### config.mk
export PLATFORM = sky130hd
export DESIGN_NAME = wb_sensor_gpio
export DESIGN_NICKNAME = d
export VERILOG_FILES = /design/src/rtl/wb_sensor_gpio.sv
export SDC_FILE = /design/constraint.sdc
export NUM_CORES = 1
export LEC_CHECK = 0
export BUFFER_PORTS_ARGS = -buffer_cell sky130_fd_sc_hd__clkbuf_2
export CAP_MARGIN = 20
export CORE_ASPECT_RATIO = 1.5
export CORE_MARGIN = 5
export CORE_UTILIZATION = 25
export CTS_CLUSTER_DIAMETER = 150
export DETAILED_ROUTE_END_ITERATION = 10
export HOLD_SLACK_MARGIN = 0.1
export PLACE_DENSITY = 0.41
export REMOVE_ABC_BUFFERS = 1
export SYNTH_ARGS = -nofsm -noshare
export SYNTH_HDL_FRONTEND = slang
export SYNTH_SLANG_ARGS = --single-unit
### constraint.sdc
create_clock -name clk -period 6.5 [get_ports clk]
set_input_delay 0.65 -clock clk [delete_from_list [all_inputs] [get_ports clk]]
set_output_delay 0.65 -clock clk [all_outputs]
set_load 0.01 [all_outputs]
### src/rtl/wb_sensor_gpio.sv
`default_nettype none
// wb_sensor_gpio: Wishbone GPIO with 2-flop sync, tick-based debounce, per-channel
// edge select and a maskable level interrupt. Rev 1.0
module wb_sensor_gpio #(
  parameter int              N_CH    = 16,
  parameter int              DEB_CNT = 4,
  parameter int              DIV_W   = 16,
  parameter logic [N_CH-1:0] OUT_RST = '0
) (
  input  logic            clk,
  input  logic            reset,
  input  logic [31:0]     wb_adr_i,
  input  logic [31:0]     wb_dat_i,
  output logic [31:0]     wb_dat_o,
  input  logic [3:0]      wb_sel_i,
  input  logic            wb_stb_i,
  input  logic            wb_cyc_i,
  input  logic            wb_we_i,
  output logic            wb_ack_o,
  output logic            intr,
  input  logic [N_CH-1:0] gpio_in,
  output logic [N_CH-1:0] gpio_out,
  output logic [N_CH-1:0] gpio_oe
);

  localparam logic [3:0] DEB_LIM = 4'(DEB_CNT);

  logic            ack_q;
  logic [31:0]     dat_q;
  logic            intr_q;
  logic [N_CH-1:0] out_q, oe_q, en_q, pend_q, pol_q, both_q;
  logic [N_CH-1:0] sync1_q, sync2_q, in_q, in_d;
  logic [DIV_W-1:0] div_q, pre_q;

  logic            acc, wr, tick;
  logic [2:0]      reg_sel;
  logic [N_CH-1:0] ch_mask, rise, fall, evt, w1c;
  logic [DIV_W-1:0] div_mask;
  logic [31:0]     rdata;
  logic            unused_bits;

  assign acc     = wb_stb_i & wb_cyc_i & ~ack_q;
  assign wr      = acc & wb_we_i;
  assign reg_sel = wb_adr_i[4:2];
  assign tick    = (pre_q == div_q);
  assign unused_bits = ^{wb_adr_i[31:5], wb_adr_i[1:0], wb_dat_i, wb_sel_i};

  // Byte enables expanded to per-bit masks for the narrow registers.
  always_comb begin
    ch_mask  = '0;
    div_mask = '0;
    for (int i = 0; i < N_CH; i++) ch_mask[i] = wb_sel_i[i/8];
    for (int i = 0; i < DIV_W; i++) div_mask[i] = wb_sel_i[i/8];
  end

  always_comb begin
    rdata = '0;
    case (reg_sel)
      3'd0: rdata[N_CH-1:0]  = in_q;
      3'd1: rdata[N_CH-1:0]  = out_q;
      3'd2: rdata[N_CH-1:0]  = oe_q;
      3'd3: rdata[N_CH-1:0]  = en_q;
      3'd4: rdata[N_CH-1:0]  = pend_q;
      3'd5: rdata[N_CH-1:0]  = pol_q;
      3'd6: rdata[N_CH-1:0]  = both_q;
      3'd7: rdata[DIV_W-1:0] = div_q;
    endcase
  end

  for (genvar g = 0; g < N_CH; g++) begin : g_ch
    logic [3:0] cnt_q, cnt_d;
    logic       in_nx;

    always_comb begin
      cnt_d = cnt_q;
      in_nx = in_q[g];
      if (tick) begin
        if (sync2_q[g] == in_q[g]) begin
          cnt_d = '0;
        end else if (cnt_q + 4'd1 == DEB_LIM) begin
          cnt_d = '0;
          in_nx = sync2_q[g];
        end else begin
          cnt_d = cnt_q + 4'd1;
        end
      end
    end

    assign in_d[g] = in_nx;

    always_ff @(posedge clk) begin
      if (reset) cnt_q <= '0;
      else       cnt_q <= cnt_d;
    end
  end

  assign rise = in_d & ~in_q;
  assign fall = ~in_d & in_q;
  assign evt  = (both_q & (rise | fall)) | (rise & ~pol_q) | (fall & pol_q);
  assign w1c  = (wr && reg_sel == 3'd4) ? (wb_dat_i[N_CH-1:0] & ch_mask) : '0;

  always_ff @(posedge clk) begin
    if (reset) begin
      ack_q   <= 1'b0;
      dat_q   <= '0;
      intr_q  <= 1'b0;
      out_q   <= OUT_RST;
      oe_q    <= '0;
      en_q    <= '0;
      pend_q  <= '0;
      pol_q   <= '0;
      both_q  <= '0;
      sync1_q <= '0;
      sync2_q <= '0;
      in_q    <= '0;
      div_q   <= '0;
      pre_q   <= '0;
    end else begin
      ack_q   <= acc;
      intr_q  <= |(pend_q & en_q);
      sync1_q <= gpio_in;
      sync2_q <= sync1_q;
      in_q    <= in_d;
      // A new event overrides a simultaneous write-one-to-clear.
      pend_q  <= (pend_q & ~w1c) | evt;
      pre_q   <= tick ? '0 : pre_q + DIV_W'(1);
      if (acc) dat_q <= rdata;
      if (wr) begin
        case (reg_sel)
          3'd1: out_q  <= (out_q  & ~ch_mask) | (wb_dat_i[N_CH-1:0] & ch_mask);
          3'd2: oe_q   <= (oe_q   & ~ch_mask) | (wb_dat_i[N_CH-1:0] & ch_mask);
          3'd3: en_q   <= (en_q   & ~ch_mask) | (wb_dat_i[N_CH-1:0] & ch_mask);
          3'd5: pol_q  <= (pol_q  & ~ch_mask) | (wb_dat_i[N_CH-1:0] & ch_mask);
          3'd6: both_q <= (both_q & ~ch_mask) | (wb_dat_i[N_CH-1:0] & ch_mask);
          3'd7: begin
            div_q <= (div_q & ~div_mask) | (wb_dat_i[DIV_W-1:0] & div_mask);
            pre_q <= '0;
          end
          default: ;
        endcase
      end
    end
  end

  assign wb_ack_o = ack_q;
  assign wb_dat_o = dat_q;
  assign intr     = intr_q;
  assign gpio_out = out_q;
  assign gpio_oe  = oe_q;

endmodule
`default_nettype wire
; ---- Word-level counts from Yosys, hierarchy flattened
; Index checks and enable logic that the tools add are counted.
[word_totals]
out_inout_bits = 66
reg_bits = 258
wordCells = 214
in_bits = 89
[op_classes]
n_addsub = 17
reduce_logical = 9
bitwise = 33
mux = 85
n_eq_ne = 40
[ops]
columns = op, count
row1 = $and 16x16->16, 14
row2 = $or 16x16->16, 10
row3 = $mux 4, 32
row4 = $pmux 16 s8, 1
row5 = $not 16->16, 5
row6 = $add 4x1->4 const B, 16
row7 = $eq 4x3->1 const B, 16
row8 = $mux 16, 4
row9 = $mux 1, 48
row10 = $add 16x1->16 const B, 1
row11 = $eq 1x1->1, 16
row12 = $eq 16x16->1, 1
row13 = $reduce_or 16->1, 1
row14 = $eq 3x3->1 const B, 4
row15 = $reduce_and 2->1, 6
row16 = $eq 3x2->1 const B, 2
row17 = $and 1x1->1, 3
row18 = $eq 3x1->1 const B, 1
row19 = $logic_not 3->1, 1
row20 = $logic_and 1x1->1, 1
row21 = $not 1->1, 1

; ---- Longest topological paths before layout
; Gate-level depths: netlist of run 1.
[logic_depth]
word_depth = 12
ltp_mapped = 14
mapped_depth_nobuf = 10

; ---- Least setup slack after synthesis of run 1
; Ideal clock, no wire load.
[synth_timing]
path_type = register -> register
startpoint = register pre_q[7]
endpoint = register pend_q[10]
required_ps = 6366
path_stages_with_launch = 14
arrival_ps = 2474
path_buffers = 4
period_less_slack_ps = 2608
slack_ps = 3892
setup_time_ps = 134
cell_sequence = dfxtp_1 -> buf_6 -> xor2_1 -> nor4_2 -> nand4_1 -> buf_4 -> buf_6 -> clkbuf_1 -> nor3_1 -> o21ai_0 -> ha_1 -> inv_1 -> a222oi_1 -> o22ai_1
[synth_via]
elab_chain_cells = 9
word_cells_on_any_way = 12
cone_classes = eq/ne: 1 / mux: 1 / bitwise: 10
[synth_lines]
columns = item, line_no
row1 = start: declaration, 33  ; logic [DIV_W-1:0] div_q, pre_q;
row2 = start signal: assignment, 126  ; pre_q <= tick ? '0 : pre_q + DIV_W'(1);
row3 = $eq 16x16->1 (*), 45  ; assign tick = (pre_q == div_q);
row4 = $mux 1 (*), 77  ; if (tick) begin
row5 = $not 16->16, 98  ; assign fall = ~in_d & in_q;
row6 = $and 16x16->16, 98
row7 = $or 16x16->16, 99  ; assign evt = (both_q & (rise | fall)) | (rise & ~pol_q) | (fall & pol_q);
row8 = $and 16x16->16, 99
row9 = $or 16x16->16, 99
row10 = $or 16x16->16 (*), 99
row11 = $or 16x16->16 (*), 125  ; pend_q <= (pend_q & ~w1c) | evt;
row12 = end signal: assignment, 125
row13 = end: declaration, 31  ; logic [N_CH-1:0] out_q, oe_q, en_q, pend_q, pol_q, both_q;
; Mark *: on every way between the ends. The rest lies on a longest branch, timed or not.
; A chain may end at the register's enable or synchronous reset.

==> results of run 1 <==
[routing by layer]
layer  routed length [um]  track usage
met5                    0            0
met4                  799       0.0337
met3                 1780       0.0218
met2                21900        0.260
met1                18000        0.175
[critical path: stages, from the launching register on]
cell	delay [ps]
dfxtp_1	320
and3b_1	200
buf_4	310
and3_1	880
nand3_1	880
mux2i_1	370
nor2_1	60
[metrics by stage]
stage	area (um^2)	hold slack [ps]	worst slack [ps]	total power, uW
CTS	15200	270	3260	3780
global placement	14100	420	2930	1910
detailed placement	14100	427	2880	1910
finish	15200	299	3300	3720
floorplan	12700	414	1660	1760
global route	15200	280	3100	3870
[report_power, final]
group	switching, uW	total (uW)	internal (uW)	leakage, uW
sequential	19.6	1620	1600	0.00209
clock	693	1850	1160	0.000520
combinational	180	246	66.4	0.00321
total	893	3720	2820	0.00582
[worst paths after layout]
check,from,endpoint,cells after the start
setup / recovery,wb_ack_o$_SDFF_PP0_,flop,6
hold / removal,gpio_in[6],sync1_q[6]$_SDFF_PP0_,2
setup reg to reg,wb_ack_o$_SDFF_PP0_,flop,6
hold reg to reg,sync1_q[1]$_SDFF_PP0_,sync2_q[1]$_SDFF_PP0_,1
[cell families (layout without fill, tap and decap cells)]
family          Yosys count  count (layout)
other cells               1              16
mux                      78              78
flops                   258             258
fa+ha+maj                49              49
xor+xnor                 77              77
compound gates          341             341
simple gates            555             555
buf+inv                 171             228
[placed cells by master (no fill, tap or decap), types with 26 or more instances in the layout]
| master | instances |
|---|---|
| a21oi_1 | 137 |
| clkbuf_16 | 29 |
| clkbuf_2 | 90 |
| dfxtp_1 | 258 |
| ha_1 | 49 |
| inv_1 | 68 |
| mux2i_1 | 69 |
| nand2_1 | 129 |
| nand3_1 | 91 |
| nand4b_1 | 32 |
| nor2_1 | 111 |
| nor2b_1 | 39 |
| o21ai_0 | 58 |
| o22ai_1 | 26 |
| o31ai_1 | 31 |
| or4_1 | 33 |
| xnor2_1 | 39 |
| xor2_1 | 38 |
[layout make-up]
class	count	area, um^2	area share
multi-input combinational	1116	7240	0.478
timing repair buffer	108	593	0.0391
clock buffer	37	776	0.0512
clock inverter	15	279	0.0184
sequential	258	5160	0.341
tap	676	846	0.0558
inverter	68	255	0.0168
==> run_results.csv, run 1 <==
group,metric,value,unit
run_status,status,"completed",
clock_tree,numCtsBuffers,28,
global_routing,track_usage,0.143,
timing,slew_headroom,0.331,
finish,final_cells,2278,
drt,wire_per_inst,18.7,um
place,dp.cells,2226,
clock_tree,cts_setup_buffers,0,
clock_tree,root_buffer,"clkbuf_16",
floorplanning,core,51700,um^2
timing,max_freq,312,MHz
critical_path,crit_path_start_kind,"flop",
min_path,hold_path.class,"in2reg",
drt,first_pass_iters,5,
synthesis,syn_inst,1530,
global_routing,overflow,0,
floorplanning,die_height,290,um
clock_tree,cts_hold_buf,0,
clock_tree,ctsResizeCount,0,
finish,area_growth,15.8,%
floorplanning,die_w,197,um
critical_path,ff2ff_setup_slack,3300,ps
power,p_leak,0.00582,uW
critical_path,end_kind,"flop",
floorplanning,ioPinCount,155,
finish,final_util,0.293,
clock_tree,clkLatencyLatePin,560,ps
clock_tree,clk_pin_slew,60,ps
synthesis,syn_avg_cell_area,8.55,um^2
synthesis,ys_top_cells_by_count,"dfxtp_1 (258), a21oi_1 (137), nand2_1 (129)",
synthesis,ys_seq_area_frac,0.395,
timing,tightest_slew,1000,ps
clock_tree,h-tree-depth,1,
global_routing,grt_pass1_wl,65.2,mm
drt,post-route-drc-count,0,
finish,drive_above_1_share,0.107,
timing,period_share,0.493,
synthesis,yosys-top-cells-area,"dfxtp_1 (39%), mux2i_1 (5.3%), a21oi_1 (5.2%)",
clock_tree,cts.sinks,258,
place,dpl.hpwl,29.3,mm
synthesis,synth-xor-area-share,0.0515,
global_routing,grt_antenna_before_repair,1,
timing,setup_violations,0,
synthesis,yosys-mux-area-fraction,0.0657,
clock_tree,cts_tree,"yes",
synthesis,synth_top_area_frac,0.395,
synthesis,synth_top_family_by_area,"simple AND/OR/NAND/NOR gates",
place,io_buffers,91,
drt,ant_nets,0,
job,cap_violations,0,
timing,final-hold-violation-count,0,
floorplanning,core.rowCount,102,
finish,fill_cells,5537,
critical_path,crit_arrival,3610,ps
synthesis,synth_largest_area_cell,"dfxtp_1",
synthesis,ys_types,54,
synthesis,synth-simple-area-share,0.225,
drt,viasPerCell,4.92,
synthesis,ys_warn_count,0,
timing,rsz0062_at_grt,"false",
synthesis,synth-seq-cells,258,
synthesis,synth_compound_area_frac,0.159,
synthesis,synth_ff_type,"dfxtp_1",
global_routing,grt_pass1_vias,10600,
timing,fin_crit,3200,ps
critical_path,required,6910,ps
drt,via_count,11200,
synthesis,yosys.area_share.adder,0.0469,
critical_path,path_max_fanout,22,
timing,tns,0,ps
timing,slew_violations,0,
power,p_per_area,245,nW/um^2
timing,finClkSkew,21.6,ps
finish,final_nets,1718,
global_routing,grt_max_degree,107,
synthesis,syn_area,13100,um^2
floorplanning,dieArea,57100,um^2
finish,antennaDiodeCount,0,
place,routabilityCongestion,0.793,
power,ir_drop,0.207,mV
floorplanning,initial_utilization,0.253,
synthesis,synth_edf_count,0,
critical_path,crit_type,"reg2reg",
synthesis,async_flop_share,0,
drt,drt-total-wl,42.5,mm
clock_tree,cts_max_path_buffers,3,
synthesis,yosysMostFrequentCell,"dfxtp_1",
drt,drt_iter0_drc,802,
Power figures use the tool's default switching activity.
==> run 2, diff against run 1 <==
clock period = 3.3 ns   (was 6.5 ns; I/O delays follow)
==> run_results.csv, run 2 (synthesis gave the netlist of run 1 again) <==
group,metric,value,unit
clock_tree,numCtsBuffers,28,
timing,period_share,0.843,
global_routing,track_usage,0.148,
critical_path,critPathSlowestCell,"nor4_1",
critical_path,worst-path-buf-inv,2,
min_path,worstHoldStart,"reset",
clock_tree,clkLatencyLatePin,560,ps
job,cap_violations,0,
critical_path,end_kind,"flop",
timing,finClkSkew,21.0,ps
critical_path,ff2ff_setup_slack,520,ps
place,io_buffers,91,
clock_tree,cts_max_path_buffers,3,
timing,slew_violations,0,
place,routabilityCongestion,0.794,
critical_path,path_max_fanout,59,
clock_tree,root_buffer,"clkbuf_16",
critical_path,crit_arrival,3220,ps
critical_path,crit_type,"reg2reg",
clock_tree,h-tree-depth,1,
floorplanning,ioPinCount,155,
timing,worst_hold_slack,126,ps
drt,post-route-drc-count,0,
finish,final_nets,1768,
floorplanning,die_height,290,um
global_routing,grt_pass1_wl,67.3,mm
critical_path,startpoint,"pre_q[13]$_SDFF_PP0_",
global_routing,grt_max_degree,77,
power,power.total,6890,uW
clock_tree,cts.sinks,258,
drt,ant_nets,0,
critical_path,required,3740,ps
drt,via_count,11500,
finish,drive_above_1_share,0.115,
clock_tree,cts_setup_buffers,0,
global_routing,grt_antenna_before_repair,1,
timing,tightest_slew,780,ps
place,dpl.hpwl,30.8,mm
drt,viasPerCell,4.93,
clock_tree,clk_pin_slew,60,ps
min_path,holdPathEnd,"sync1_q[12]$_SDFF_PP0_",
run_status,status,"completed",
critical_path,max_stage_delay,380,ps
power,p_per_area,444,nW/um^2
floorplanning,dieArea,57100,um^2
timing,fin_crit,2780,ps
critical_path,crit_chain,"xor2_1, nor4_1, nand4_1, buf_12, nor3_1, o21ai_0, ha_1, inv_1, a222oi_1, o22ai_1",
drt,drt_iter0_drc,822,
min_path,hold_depth,2,
finish,final_common_cell,"dfxtp_1",
floorplanning,initial_utilization,0.253,
drt,drt-total-wl,43.6,mm
critical_path,crit_path_start_kind,"flop",
finish,area_growth,18.6,%
power,ir_drop,0.379,mV
clock_tree,cts_tree,"yes",
global_routing,overflow,0,
finish,fill_cells,5520,
power,p_leak,0.00600,uW
timing,setup_violations,0,
critical_path,crit_family,"simple AND/OR/NAND/NOR gates",
timing,rsz0062_at_grt,"false",
timing,tns,0,ps
drt,first_pass_iters,5,
floorplanning,core.rowCount,102,
global_routing,grt_pass1_vias,11000,
drt,wire_per_inst,18.8,um
critical_path,rr_endpoint,"pend_q[13]$_SDFF_PP0_",
floorplanning,core,51700,um^2
timing,slew_headroom,0.479,
timing,final-hold-violation-count,0,
critical_path,r2r-start,"pre_q[13]$_SDFF_PP0_",
critical_path,r2r_cells,10,
finish,final_cell_mix,"dfxtp_1 (258), a21oi_1 (137), nand2_1 (129)",
floorplanning,die_w,197,um
min_path,hold_path.class,"in2reg",
timing,max_freq,359,MHz
==> run 2: cell types whose count changed in the layout (fill, tap and decap cells not counted), sizes merged <==
cell / before / now
dlygate4sd3: 0 / 27
inv: 69 / 68
clkinv: 6 / 5
clkinvlp: 0 / 1
bufinv: 8 / 1
buf: 18 / 41
diode: 0 / 1
clkbuf: 127 / 131
==> run 2: power by group <==
part	total, uW	switching (uW)	internal [uW]
clock network	3140	1330	1810
registers	3190	39.4	3150
logic	560	372	188
==> run 2: through the flow <==
| step | cells | util | worst slack [ps] | area, um^2 |
|---|---|---|---|---|
| 6_report | 2325 | 0.300 | 517 | 15500 |
| 3_5_place_dp | 2249 | 0.278 | 534 | 14400 |
| 2_1_floorplan | 1442 | - | -1540 | 12700 |
| 4_1_cts | 2324 | 0.300 | 521 | 15500 |
| 3_3_place_gp | 2249 | 0.278 | 547 | 14400 |
| 5_1_grt | 2325 | 0.300 | 160 | 15500 |
==> run 2: how the worst max path moves through the flow <==
stage                            endpoint  slack, ps  cells past startpoint
global placement     pend_q[9]$_SDFF_PP0_        550                     10
detailed placement  pend_q[12]$_SDFF_PP0_        530                     10
CTS                 pend_q[12]$_SDFF_PP0_        520                     10
finish              pend_q[13]$_SDFF_PP0_        520                     10
global route         pend_q[9]$_SDFF_PP0_        160                     10
floorplan           pend_q[15]$_SDFF_PP0_      -1540                      9
==> run 2: what timing repair did <==
item | CTS | global route
hold endpoints to repair | 41 | 0
hold buffers | 27 | 0
resized for setup | 0 | 0
==> run 2: per-layer routing <==
metal	vias up	wire, um	global-route usage
met1	5495	18400	0.180
met5	-	0	0
li1	5684	-	-
met2	222	22000	0.261
met4	0	1620	0.0565
met3	65	1610	0.0204
==> run 2: final cells by class <==
| type | count | area [um^2] | share of cell area |
|---|---|---|---|
| Multi-Input combinational cell | 1116 | 7240 | 0.466 |
| Clock inverter | 7 | 62.6 | 0.00403 |
| Inverter | 68 | 255 | 0.0164 |
| Clock buffer | 41 | 831 | 0.0535 |
| Sequential cell | 258 | 5160 | 0.333 |
| Tap cell | 676 | 846 | 0.0545 |
| Antenna cell | 1 | 2.50 | 0.000161 |
| Timing Repair Buffer | 158 | 1120 | 0.0724 |
==> run 3, diff against run 2 <==
ABC_AREA = 1   (was default)
PLACE_DENSITY = 0.42   (was 0.41)
clock period = 2.4 ns   (was 3.3 ns; I/O delays follow)
==> run_results.csv, run 3 <==
group,metric,value,unit
synthesis,ys_warn_count,0,
drt,via_count,11900,
floorplanning,initial_utilization,0.253,
timing,final-hold-violation-count,0,
finish,fill_cells,5557,
place,routabilityCongestion,0.848,
critical_path,cp_common_cell,"nand2_1",
critical_path,max_stage_delay,400,ps
synthesis,synth_top_family_by_area,"simple AND/OR/NAND/NOR gates",
finish,final_util,0.304,
drt,drt_iter0_drc,570,
synthesis,syn_avg_cell_area,6.86,um^2
critical_path,crit_path_start_kind,"flop",
finish,final_cell_mix,"nand2_1 (414), dfxtp_1 (257), inv_1 (238)",
timing,tightest_slew,710,ps
drt,drt-total-wl,43.6,mm
critical_path,end_kind,"flop",
global_routing,grt_antenna_before_repair,0,
critical_path,crit_family,"simple AND/OR/NAND/NOR gates",
synthesis,synth_compound_area_frac,0.128,
synthesis,ys_types,29,
synthesis,yosys-mux-area-fraction,0,
place,io_buffers,91,
power,p_leak,0.00655,uW
synthesis,yosys.area_share.adder,0.0479,
critical_path,crit_type,"reg2reg",
power,swShare,0.293,
critical_path,r2r_cells,16,
critical_path,path_max_fanout,9,
global_routing,track_usage,0.151,
floorplanning,die_height,287,um
drt,wire_per_inst,16.2,um
timing,slew_headroom,0.526,
drt,first_pass_iters,5,
floorplanning,core.rowCount,101,
timing,fin_ws,229,ps
job,cap_violations,0,
finish,antennaDiodeCount,0,
critical_path,crit_chain,"inv_1, nand2_1, nand2_1, nor2_1, nand2_1, nor2_4, nand2_4, inv_2, buf_8, nand2_1, nand2_1, inv_1, ha_1, o21ai_0, a21oi_1, a21oi_1",
synthesis,synth-seq-cells,258,
floorplanning,dieArea,56000,um^2
min_path,hold_depth,3,
floorplanning,core,50700,um^2
global_routing,grt_pass1_wl,67.0,mm
synthesis,synth_edf_count,0,
critical_path,critPathSlowestCell,"dfxtp_1",
critical_path,rr_endpoint,"pend_q[2]$_SDFF_PP0_",
synthesis,synth_largest_area_cell,"dfxtp_1",
place,dpl.hpwl,31.5,mm
critical_path,worst-path-buf-inv,4,
global_routing,overflow,0,
critical_path,ff2ff_setup_slack,230,ps
min_path,worstHoldStart,"wb_dat_i[7]",
timing,tns,0,ps
timing,slew_violations,0,
power,p_per_area,705,nW/um^2
power,ir_drop,0.542,mV
floorplanning,die_w,195,um
power,p_sw,3190,uW
clock_tree,cts_tree,"yes",
finish,final_common_cell,"nand2_1",
synthesis,syn_inst,1867,
synthesis,ys_top_cells_by_count,"nand2_1 (415), dfxtp_1 (258), inv_1 (238)",
timing,setup_violations,0,
global_routing,grt_max_degree,56,
synthesis,synth_ff_type,"dfxtp_1",
place,place_ws,143,ps
critical_path,required,2890,ps
run_status,status,"completed",
clock_tree,numCtsBuffers,28,
timing,rsz0062_at_grt,"false",
critical_path,startpoint,"pre_q[12]$_SDFF_PP0_",
synthesis,yosys-top-cells-area,"dfxtp_1 (40%), nand2_1 (12%), inv_1 (7.0%)",
clock_tree,cts_max_path_buffers,3,
timing,max_freq,461,MHz
global_routing,grt_pass1_vias,11600,
power,power_frac_seq,0.435,
timing,period_share,0.905,
synthesis,synth-simple-area-share,0.284,
timing,finClkSkew,12.3,ps
critical_path,r2r-start,"pre_q[12]$_SDFF_PP0_",
drt,viasPerCell,4.44,
power,p_comb_frac,0.162,
power,internal-power,7690,uW
drt,post-route-drc-count,0,
finish,area_growth,20.4,%
synthesis,synth-xor-area-share,0.0294,
clock_tree,root_buffer,"clkbuf_16",
clock_tree,clkLatencyLatePin,560,ps
drt,ant_nets,0,
synthesis,synth_top_area_frac,0.403,
finish,drive_above_1_share,0.102,
clock_tree,cts.sinks,258,
clock_tree,h-tree-depth,1,
clock_tree,clk_pin_slew,70,ps
synthesis,syn_area,12800,um^2
synthesis,yosysMostFrequentCell,"nand2_1",
timing,fin_crit,2170,ps
finish,final_nets,2138,
critical_path,crit_arrival,2660,ps
min_path,hold_path.class,"in2reg",
floorplanning,ioPinCount,155,
power,clockPowerShare,0.403,
synthesis,async_flop_share,0,
synthesis,ys_seq_area_frac,0.403,
-- run 3: cells by family after synthesis --
kind of cell,count (synthesis)
AOI/OAI and AO/OA,316
xor gates and xnor gates,43
adders and majority gates,49
buffers and inverters,331
DFF,258
other,1
and+or+nand+nor,869
-- run 3: how the worst max path moves through the flow --
stage | to | slack (ps) | depth (start not counted)
4_1_cts | pend_q[6]$_SDFF_PP0_ | 110 | 16
6_report | pend_q[2]$_SDFF_PP0_ | 230 | 16
5_1_grt | pend_q[2]$_SDFF_PP0_ | 20 | 16
2_1_floorplan | g_ch[0].cnt_q[3]$_SDFFE_PP0N_ | -560 | 5
3_3_place_gp | pend_q[5]$_SDFF_PP0_ | 180 | 16
3_5_place_dp | pend_q[6]$_SDFF_PP0_ | 140 | 16
-- run 3: layer usage --
metal,track usage,wire [um],up-vias
met5,0,0,-
met4,0.0444,1070,0
met3,0.0219,1520,60
met2,0.288,22700,183
met1,0.173,18300,5462
li1,-,-,6242
-- run 3: worst min-delay path, stage by stage --
cell and delay, ps:
clkbuf_2 210, o21ai_0 120, nor2_1 80
-- run 3: power groups by stage --
stage	combinational, uW	clock [uW]	sequential [uW]
after global routing	2020	4710	4770
after global placement	1720	0	4820
final	1770	4380	4730
after floorplan	1060	0	4780
after detailed placement	1730	0	4820
after CTS	1790	4550	4730
-- run 3: area by class of cell --
class                      instances  area (um^2)  share of cell area
tap                              669          837              0.0543
inverter                         247          930              0.0603
multi-input combinational       1293         6340               0.411
timing repair buffer             172         1230              0.0798
sequential                       258         5170               0.335
clock inverter                    11         85.1             0.00552
clock buffer                      39          833              0.0540
-- run 3: per-stage QoR --
step                hold slack, ps  std cells  total power, uW  cell area (um^2)
global route                   116       2689            11500             15400
global placement               395       2606             6540             14200
CTS                            106       2689            11100             15400
detailed placement             396       2606             6560             14200
finish                         126       2689            10900             15400
floorplan                      309       1798             5840             12400
-- run 3: repair_timing --
action | CTS | global route
hold buffers | 33 | 0
setup buffers | 0 | 0
endpoints found under the hold margin | 102 | 0
endpoints found under the setup margin | 0 | 7
resized for setup | 0 | 8
